**config.mk**
```make
export PLATFORM = sky130hd
export DESIGN_NAME = if_id_pipe_reg
export DESIGN_NICKNAME = d
export VERILOG_FILES = /design/src/rtl/if_id_pipe_reg.sv
export SDC_FILE = /design/constraint.sdc
export NUM_CORES = 1
export LEC_CHECK = 0
export ABC_AREA = 1
export CAP_MARGIN = 15
export CORE_MARGIN = 8
export CORE_UTILIZATION = 35
export DETAILED_ROUTE_END_ITERATION = 12
export HOLD_SLACK_MARGIN = 0.08
export PLACE_DENSITY_LB_ADDON = 0.25
export RECOVER_POWER = 100
export SYNTH_ARGS = -nofsm -noshare
export SYNTH_HDL_FRONTEND = slang
export SYNTH_SLANG_ARGS = --single-unit
```
**constraint.sdc**
```tcl
create_clock -name clk -period 1.6 [get_ports clk]
set_input_delay 0.32 -clock clk [delete_from_list [all_inputs] [get_ports clk]]
set_output_delay 0.32 -clock clk [all_outputs]
set_load 0.02 [all_outputs]
```
**src/rtl/if_id_pipe_reg.sv**
```systemverilog
// ---------------------------------------------------------------------------
// if_id_pipe_reg
//   Fetch-to-decode pipeline register with valid/ready handshakes on both
//   sides, synchronous flush and an optional second (skid) entry. An empty
//   stage presents NOP_INST / PC 0 so decode never sees stale data. A
//   saturating counter records cycles where decode back-pressures a valid
//   entry.
//
//   Build option: define IF_ID_SKID_EN to add the skid entry and SKID state;
//   in_ready then comes straight from a flop. Without it the stage holds one
//   entry and in_ready = empty || out_ready (combinational).
//
// Parameters
//   INST_W   instruction width
//   PC_W     program-counter width
//   NOP_INST instruction presented while empty
//   CNT_W    stall counter width
//
// Ports
//   clk, rst_n           clock, asynchronous active-low reset
//   flush                drop all held entries (highest priority)
//   in_valid/in_ready    fetch-side handshake, in_inst/in_pc payload
//   out_valid/out_ready  decode-side handshake, out_inst/out_pc payload
//   cnt_clr              synchronous clear of stall_cnt
//   stall_cnt            saturating count of out_valid && !out_ready cycles
// ---------------------------------------------------------------------------
module if_id_pipe_reg #(
    parameter int                INST_W   = 32,
    parameter int                PC_W     = 32,
    parameter logic [INST_W-1:0] NOP_INST = INST_W'(32'h0000_0013),
    parameter int                CNT_W    = 16
) (
    input  logic              clk,
    input  logic              rst_n,
    input  logic              flush,
    input  logic              in_valid,
    output logic              in_ready,
    input  logic [INST_W-1:0] in_inst,
    input  logic [PC_W-1:0]   in_pc,
    output logic              out_valid,
    input  logic              out_ready,
    output logic [INST_W-1:0] out_inst,
    output logic [PC_W-1:0]   out_pc,
    input  logic              cnt_clr,
    output logic [CNT_W-1:0]  stall_cnt
);

    localparam logic [1:0] ST_EMPTY = 2'd0;
    localparam logic [1:0] ST_FULL  = 2'd1;
`ifdef IF_ID_SKID_EN
    localparam logic [1:0] ST_SKID  = 2'd2;
`endif

    logic [1:0]        r_state;
    logic [1:0]        w_state_nxt;
    logic [INST_W-1:0] r_main_inst;
    logic [PC_W-1:0]   r_main_pc;
    logic [INST_W-1:0] w_main_inst_nxt;
    logic [PC_W-1:0]   w_main_pc_nxt;
    logic              w_load_main;
    logic              w_in_xfer;
    logic              w_out_xfer;
    logic [CNT_W-1:0]  r_cnt;

`ifdef IF_ID_SKID_EN
    logic [INST_W-1:0] r_skid_inst;
    logic [PC_W-1:0]   r_skid_pc;
    logic              r_in_ready;
    logic              w_load_skid;
    logic              w_take_skid;
`endif

    assign out_valid  = (r_state != ST_EMPTY);
    assign w_in_xfer  = in_valid && in_ready;
    assign w_out_xfer = out_valid && out_ready;

`ifdef IF_ID_SKID_EN
    // Ready is a flop loaded from the next state, so out_ready never
    // reaches in_ready combinationally.
    assign in_ready = r_in_ready;
`else
    assign in_ready = (r_state == ST_EMPTY) || out_ready;
`endif

    always_comb begin
        w_state_nxt = r_state;
        w_load_main = 1'b0;
`ifdef IF_ID_SKID_EN
        w_load_skid = 1'b0;
        w_take_skid = 1'b0;
`endif
        if (flush) begin
            // Any input transfer this cycle is dropped with the held entries.
            w_state_nxt = ST_EMPTY;
        end else begin
            case (r_state)
                ST_EMPTY: begin
                    if (w_in_xfer) begin
                        w_load_main = 1'b1;
                        w_state_nxt = ST_FULL;
                    end
                end
                ST_FULL: begin
                    if (w_out_xfer && w_in_xfer) begin
                        w_load_main = 1'b1;
                    end else if (w_out_xfer) begin
                        w_state_nxt = ST_EMPTY;
`ifdef IF_ID_SKID_EN
                    end else if (w_in_xfer) begin
                        w_load_skid = 1'b1;
                        w_state_nxt = ST_SKID;
`endif
                    end
                end
`ifdef IF_ID_SKID_EN
                ST_SKID: begin
                    if (w_out_xfer) begin
                        w_load_main = 1'b1;
                        w_take_skid = 1'b1;
                        w_state_nxt = ST_FULL;
                    end
                end
`endif
                default: w_state_nxt = ST_EMPTY;
            endcase
        end
    end

`ifdef IF_ID_SKID_EN
    assign w_main_inst_nxt = w_take_skid ? r_skid_inst : in_inst;
    assign w_main_pc_nxt   = w_take_skid ? r_skid_pc   : in_pc;
`else
    assign w_main_inst_nxt = in_inst;
    assign w_main_pc_nxt   = in_pc;
`endif

    always_ff @(posedge clk or negedge rst_n) begin
        if (!rst_n) begin
            r_state <= ST_EMPTY;
        end else begin
            r_state <= w_state_nxt;
        end
    end

    always_ff @(posedge clk or negedge rst_n) begin
        if (!rst_n) begin
            r_main_inst <= '0;
            r_main_pc   <= '0;
        end else if (w_load_main) begin
            r_main_inst <= w_main_inst_nxt;
            r_main_pc   <= w_main_pc_nxt;
        end
    end

`ifdef IF_ID_SKID_EN
    always_ff @(posedge clk or negedge rst_n) begin
        if (!rst_n) begin
            r_skid_inst <= '0;
            r_skid_pc   <= '0;
            r_in_ready  <= 1'b1;
        end else begin
            if (w_load_skid) begin
                r_skid_inst <= in_inst;
                r_skid_pc   <= in_pc;
            end
            r_in_ready <= (w_state_nxt != ST_SKID);
        end
    end
`endif

    always_ff @(posedge clk or negedge rst_n) begin
        if (!rst_n) begin
            r_cnt <= '0;
        end else if (cnt_clr) begin
            r_cnt <= '0;
        end else if (out_valid && !out_ready && (r_cnt != {CNT_W{1'b1}})) begin
            r_cnt <= r_cnt + CNT_W'(1);
        end
    end

    assign stall_cnt = r_cnt;
    assign out_inst  = out_valid ? r_main_inst : NOP_INST;
    assign out_pc    = out_valid ? r_main_pc : '0;

endmodule
```
; ---- Yosys cells after proc, flatten, opt, wreduce, memory -nomap -nowiden
; Cells that the tools add are included.
[totals]
register_bits = 82
input_bits = 70
out_inout_bits = 82
wordCells = 34
[classes]
n_addsub = 1
n_eq_ne = 5
mux = 13
reduce_logical = 11
[ops]
columns = op, n
row1 = two-way mux 32 bit, 2
row2 = two-way mux 16 bit, 2
row3 = "adder 16 x 1 -> 16 bit, second input constant", 1
row4 = "!= test 16 bit, second input constant", 1
row5 = "!= test 3 bit, second input constant", 3
row6 = two-way mux 2 bit, 4
row7 = logical AND 1 bit, 5
row8 = case mux 2 bit (2 select lines), 1
row9 = nonzero test 2 bit, 2
row10 = two-way mux 1 bit, 3
row11 = AND reduction 3 bit, 1
row12 = "== test 2 x 1 -> 1 bit, second input constant", 1
row13 = zero test 2 bit, 1
row14 = case mux 1 bit (2 select lines), 1
row15 = zero test 1 bit, 1
row16 = logical OR 1 bit, 1

; ---- Longest topological paths before layout
; Gate-level depths: netlist (run 1).
[logic_depth]
depth_word = 7
depth_mapped = 9
depth_no_buf = 9

; ---- Worst setup path before layout (run 1)
; Ideal clock, no wire load.
[synth_path]
kind = register to register
from = reg r_state[0]
to = reg r_main_inst[0]
setup_time_ns = 0.125
arrival_ns = 1.402
required_time_ns = 1.475
setup_slack_ns = 0.073
stages_incl_launch_ff = 8
n_path_buf = 2
period_less_slack_ns = 1.527
path_cell_list = dfrtp_1 buf_6 inv_4 nor2_8 inv_6 nand2_8 buf_8 mux2_4
[synth_between]
elab_chain_len = 7
elab_cells_between_ends = 11
cone_classes = eq/ne: 1 / mux: 4 / reduce/logical: 6
[synth_rtl]
columns = item, line_no
row1 = start: declaration, 54  ; logic [1:0] r_state;
row2 = start signal: assignment, 141  ; r_state <= w_state_nxt;
row3 = zero test 2 bit (*), 82  ; assign in_ready = (r_state == ST_EMPTY) || out_ready;
row4 = logical OR 1 bit (*), 82
row5 = via in_ready, 37  ; output logic in_ready,
row6 = logical AND 1 bit (*), 74  ; assign w_in_xfer = in_valid && in_ready;
row7 = logical AND 1 bit, 104  ; if (w_out_xfer && w_in_xfer) begin
row8 = two-way mux 1 bit, 104
row9 = case mux 1 bit (2 select lines) (*), 96  ; case (r_state)
row10 = two-way mux 1 bit (*), 92  ; if (flush) begin
row11 = end signal: assignment, 150  ; r_main_inst <= w_main_inst_nxt;
row12 = end: declaration, 56  ; logic [INST_W-1:0] r_main_inst;
; Mark *: on every way through the listed nets, which the timed path passes. The rest lies on a longest branch.
; A chain may end at the register's enable or synchronous reset.

; ---- Worst setup path in the final report (run 1)
[layout_path]
from = reg r_state[0]
to = out out_inst[4]
[layout_between]
elab_chain_len = 2
[layout_rtl]
columns = item, line_no
row1 = nonzero test 2 bit, 73  ; assign out_valid = (r_state != ST_EMPTY);
row2 = two-way mux 32 bit, 182  ; assign out_inst = out_valid ? r_main_inst : NOP_INST;
row3 = end: declaration, 42  ; output logic [INST_W-1:0] out_inst,
; No other way between the ends.

==> results of run 1 <==
logic make-up (layout without fill, tap and decap cells):
family | Yosys count | count (layout) | synth area share
flip-flops | 81 | 81 | 0.468
AO/OA/AOI/OAI | 12 | 12 | 0.0139
buffers and inverters | 97 | 302 | 0.105
adder cells (fa/ha/maj) | 1 | 1 | 0.00289
XOR/XNOR | 4 | 4 | 0.00809
multiplexers | 64 | 64 | 0.218
AND/OR/NAND/NOR | 178 | 178 | 0.183
critical path, delay by kind of cell (launching register included):
| family | cells | cell delay [ns] |
|---|---|---|
| and+or+nand+nor | 1 | 0.22 |
| DFF | 1 | 0.48 |
| buffers and inverters | 3 | 0.35 |
sequential cells by signal, summed over array words and instances, names as in the netlist:
signal       cells
r_state          1
r_main_inst     32
stall_cnt       16
r_main_pc       32
through the flow:
step	setup TNS, ns	total power [W]	area (sq um)	setup slack (ns)
floorplan	0	0.00331	4330	0.0728
global placement	-24.49	0.00394	6250	-0.352
detailed placement	-23.70	0.00398	6250	-0.358
CTS	-2.67	0.00609	6530	-0.171
global route	-6.32	0.00660	7130	-0.161
finish	-3.70	0.00634	7130	-0.109
per-layer routing:
layer  up-vias  GRT usage
met5         -          0
met4         0     0.0567
met3        10     0.0478
met2       117      0.236
met1      1696      0.189
li1       1753          -
power by group through the flow:
stage / Sequential (W) / Combinational, W / Clock (W)
floorplan: 0.00248 / 0.000830 / 0
global placement: 0.00252 / 0.00142 / 0
detailed placement: 0.00253 / 0.00144 / 0
CTS: 0.00250 / 0.00146 / 0.00213
global route: 0.00263 / 0.00177 / 0.00220
finish: 0.00260 / 0.00167 / 0.00208
cell usage in the layout (no fill, tap or decap), drive strengths merged:
| cell | n |
|---|---|
| or2 | 3 |
| clkinv | 2 |
| dfrtp | 81 |
| inv | 83 |
| nand3 | 23 |
| dlygate4sd2 | 15 |
| nor2 | 23 |
| nand4 | 4 |
| xor2 | 3 |
| ha | 1 |
| nand3b | 1 |
| buf | 114 |
| a21oi | 3 |
| mux2 | 64 |
| bufinv | 1 |
| nand2 | 124 |
| clkinvlp | 2 |
| clkdlybuf4s50 | 68 |
| clkdlybuf4s15 | 1 |
| clkbuf | 15 |
| xnor2 | 1 |
| dlygate4sd3 | 1 |
| o21ai | 9 |
cell type report:
class | instances | area, sq um
clock buffers | 10 | 229
flip-flops and latches | 81 | 2030
clock inverters | 6 | 67.6
well taps | 168 | 210
inverters | 82 | 315
repair buffers | 204 | 2120
multi-input cells | 259 | 2170
fillers | 1021 | 4930
worst max path at each step:
stage | cells after the start | start | to | slack [ns]
2_1_floorplan | 7 | r_state[0]$_DFFE_PN0P_ | r_main_inst[0]$_DFFE_PN0P_ | 0.07
3_3_place_gp | 4 | out_ready | in_ready | -0.35
3_5_place_dp | 4 | out_ready | in_ready | -0.36
4_1_cts | 5 | r_state[0]$_DFFE_PN0P_ | out_inst[8] | -0.17
5_1_grt | 4 | r_state[0]$_DFFE_PN0P_ | out_inst[4] | -0.16
6_report | 4 | r_state[0]$_DFFE_PN0P_ | out_inst[4] | -0.11
what timing repair did:
action / CTS / global route
endpoints found under the setup margin: 81 / 74
endpoints found under the hold margin: 25 / 0
pin swaps: 0 / 2
cloned: 1 / 5
hold buffers: 1 / 0
buffers inserted: 2 / 6
resized for setup: 350 / 190
==> flow_metrics.tcl, run 1 <==
set metrics [dict create \
    status "finished, violations left" \
    violations "negative setup slack" \
    endpoint_kind "output pin" \
    power_density_mw_per_mm2 889 \
    worstPathMaxFanout 4 \
    wl_per_cell_um 15.9 \
    clockBufferDepth 2 \
    wl_met3_um 829 \
    rsz0062_at_grt "yes" \
    path_class "flop to output pin" \
    rr_startpoint "r_state[0]$_DFFE_PN0P_" \
    drtPass1Iterations 4 \
    diodes 0 \
    cellLeakagePower_nw 3.93 \
    fin_crit_sh 1.07 \
    fin_skew_ns 0.00620 \
    antenna_found_initial 0 \
    syn-cell-area_sq_mm 0.00433 \
    synth.area.top_cells "dfrtp_1 47%, mux2_4 21%, nand2_1 10%" \
    cp.required_ns 1.28 \
    min_delay_worst_endpoint "r_main_pc[25]$_DFFE_PN0P_" \
    setup_viol 46 \
    portBuffers 151 \
    area.growth.synth_to_final_pct 64.8 \
    clockPowerShare 0.328 \
    hold_class "flop to flop" \
    insertion_delay_ns 0.34 \
    met2WireLength_um 6070 \
    combPwrFrac 0.263 \
    internal-power_w 0.00454 \
    synth-edff-count 0 \
    grt_pass1_wl_um 19100 \
    core.rowCount 40 \
    fin_ws_ns -0.109 \
    hold_slack_ns 0.508 \
    drv_slew 0 \
    cts_buffers 9 \
    worstPathCellList "inv_4, buf_4, or2_4, buf_6" \
    synth_most_common_cell "nand2_1" \
    synth_cell_types 29 \
    holdPathStages 1 \
    grt_use_total 0.150 \
    max_clock_freq_ghz 0.585 \
    avgSynthCellArea_sq_um 9.91 \
    wl_um 12900 \
    io_pins 152 \
    ys_seq_area_frac 0.468 \
    core_area_sq_mm 0.0121 \
    viasPerCell 4.41 \
    syn-num-nets 508 \
    vias 3576 \
    path_clk_slew_ns 0.06 \
    hpwlAfterDp_um 9020 \
    antenna_left 0 \
    fin_crit_ns 1.71 \
    start_util 0.359 \
    met1_length_um 5870 \
    die_w_um 127 \
    synth_top_area_frac 0.468 \
    drv_cap 0 \
    p_switching_w 0.00180 \
    utilization 0.591 \
    ys.warnings.count 0 \
    tightest_slew_ns 0.685 \
    drt_iter0_drc 156 \
    drive_gt1_frac 0.483 \
    final_cells 810 \
    final_hold_viol_count 0 \
    yosys-top-cells-count "121 x nand2_1, 81 x dfrtp_1, 79 x inv_1" \
    grt_pass1_vias 3607 \
    top_layer_used "met4" \
    arrival_ns 1.39 \
    syn-instance-count 437 \
    root_buffer "clkbuf_16" \
    min-delay-start "r_main_pc[25]$_DFFE_PN0P_" \
    slowest_delay_ns 0.48 \
    netlist.top_cell.by_area "dfrtp_1" \
    start_kind "flop" \
    synth_flop_cell "dfrtp_1" \
    synthArstFlopShare 1.00 \
    htreeDepth 3 \
    slowest_stage "dfrtp_2" \
    r2r_end "r_main_inst[7]$_DFFE_PN0P_" \
    synth_seq_cells 81 \
    cts_sinks 81 \
    reg2reg_setup_slack_ns 0.10 \
    grt-ovfl-total 0 \
    maxSlewHeadroom 0.543 \
    dieArea_sq_mm 0.0162 \
    gp_congestion 0.848 \
    final_nets 708 \
    seq_power_share 0.410 \
    r2r_cells 6 \
    place_inst 779 \
    cts_tree "built" \
    die_y_um 127 \
    p_sw_frac 0.284 \
    grt_max_degree 43 \
    drc 0 \
    vdd_drop_max_mv 0.490 \
]
Power figures use the tool's default switching activity.
==> run 2: changes to the inputs <==
- CTS_CLUSTER_DIAMETER: unset -> 150
==> results of run 2 <==
No change in the layout: final DEF, timing and power equal those of run 1.
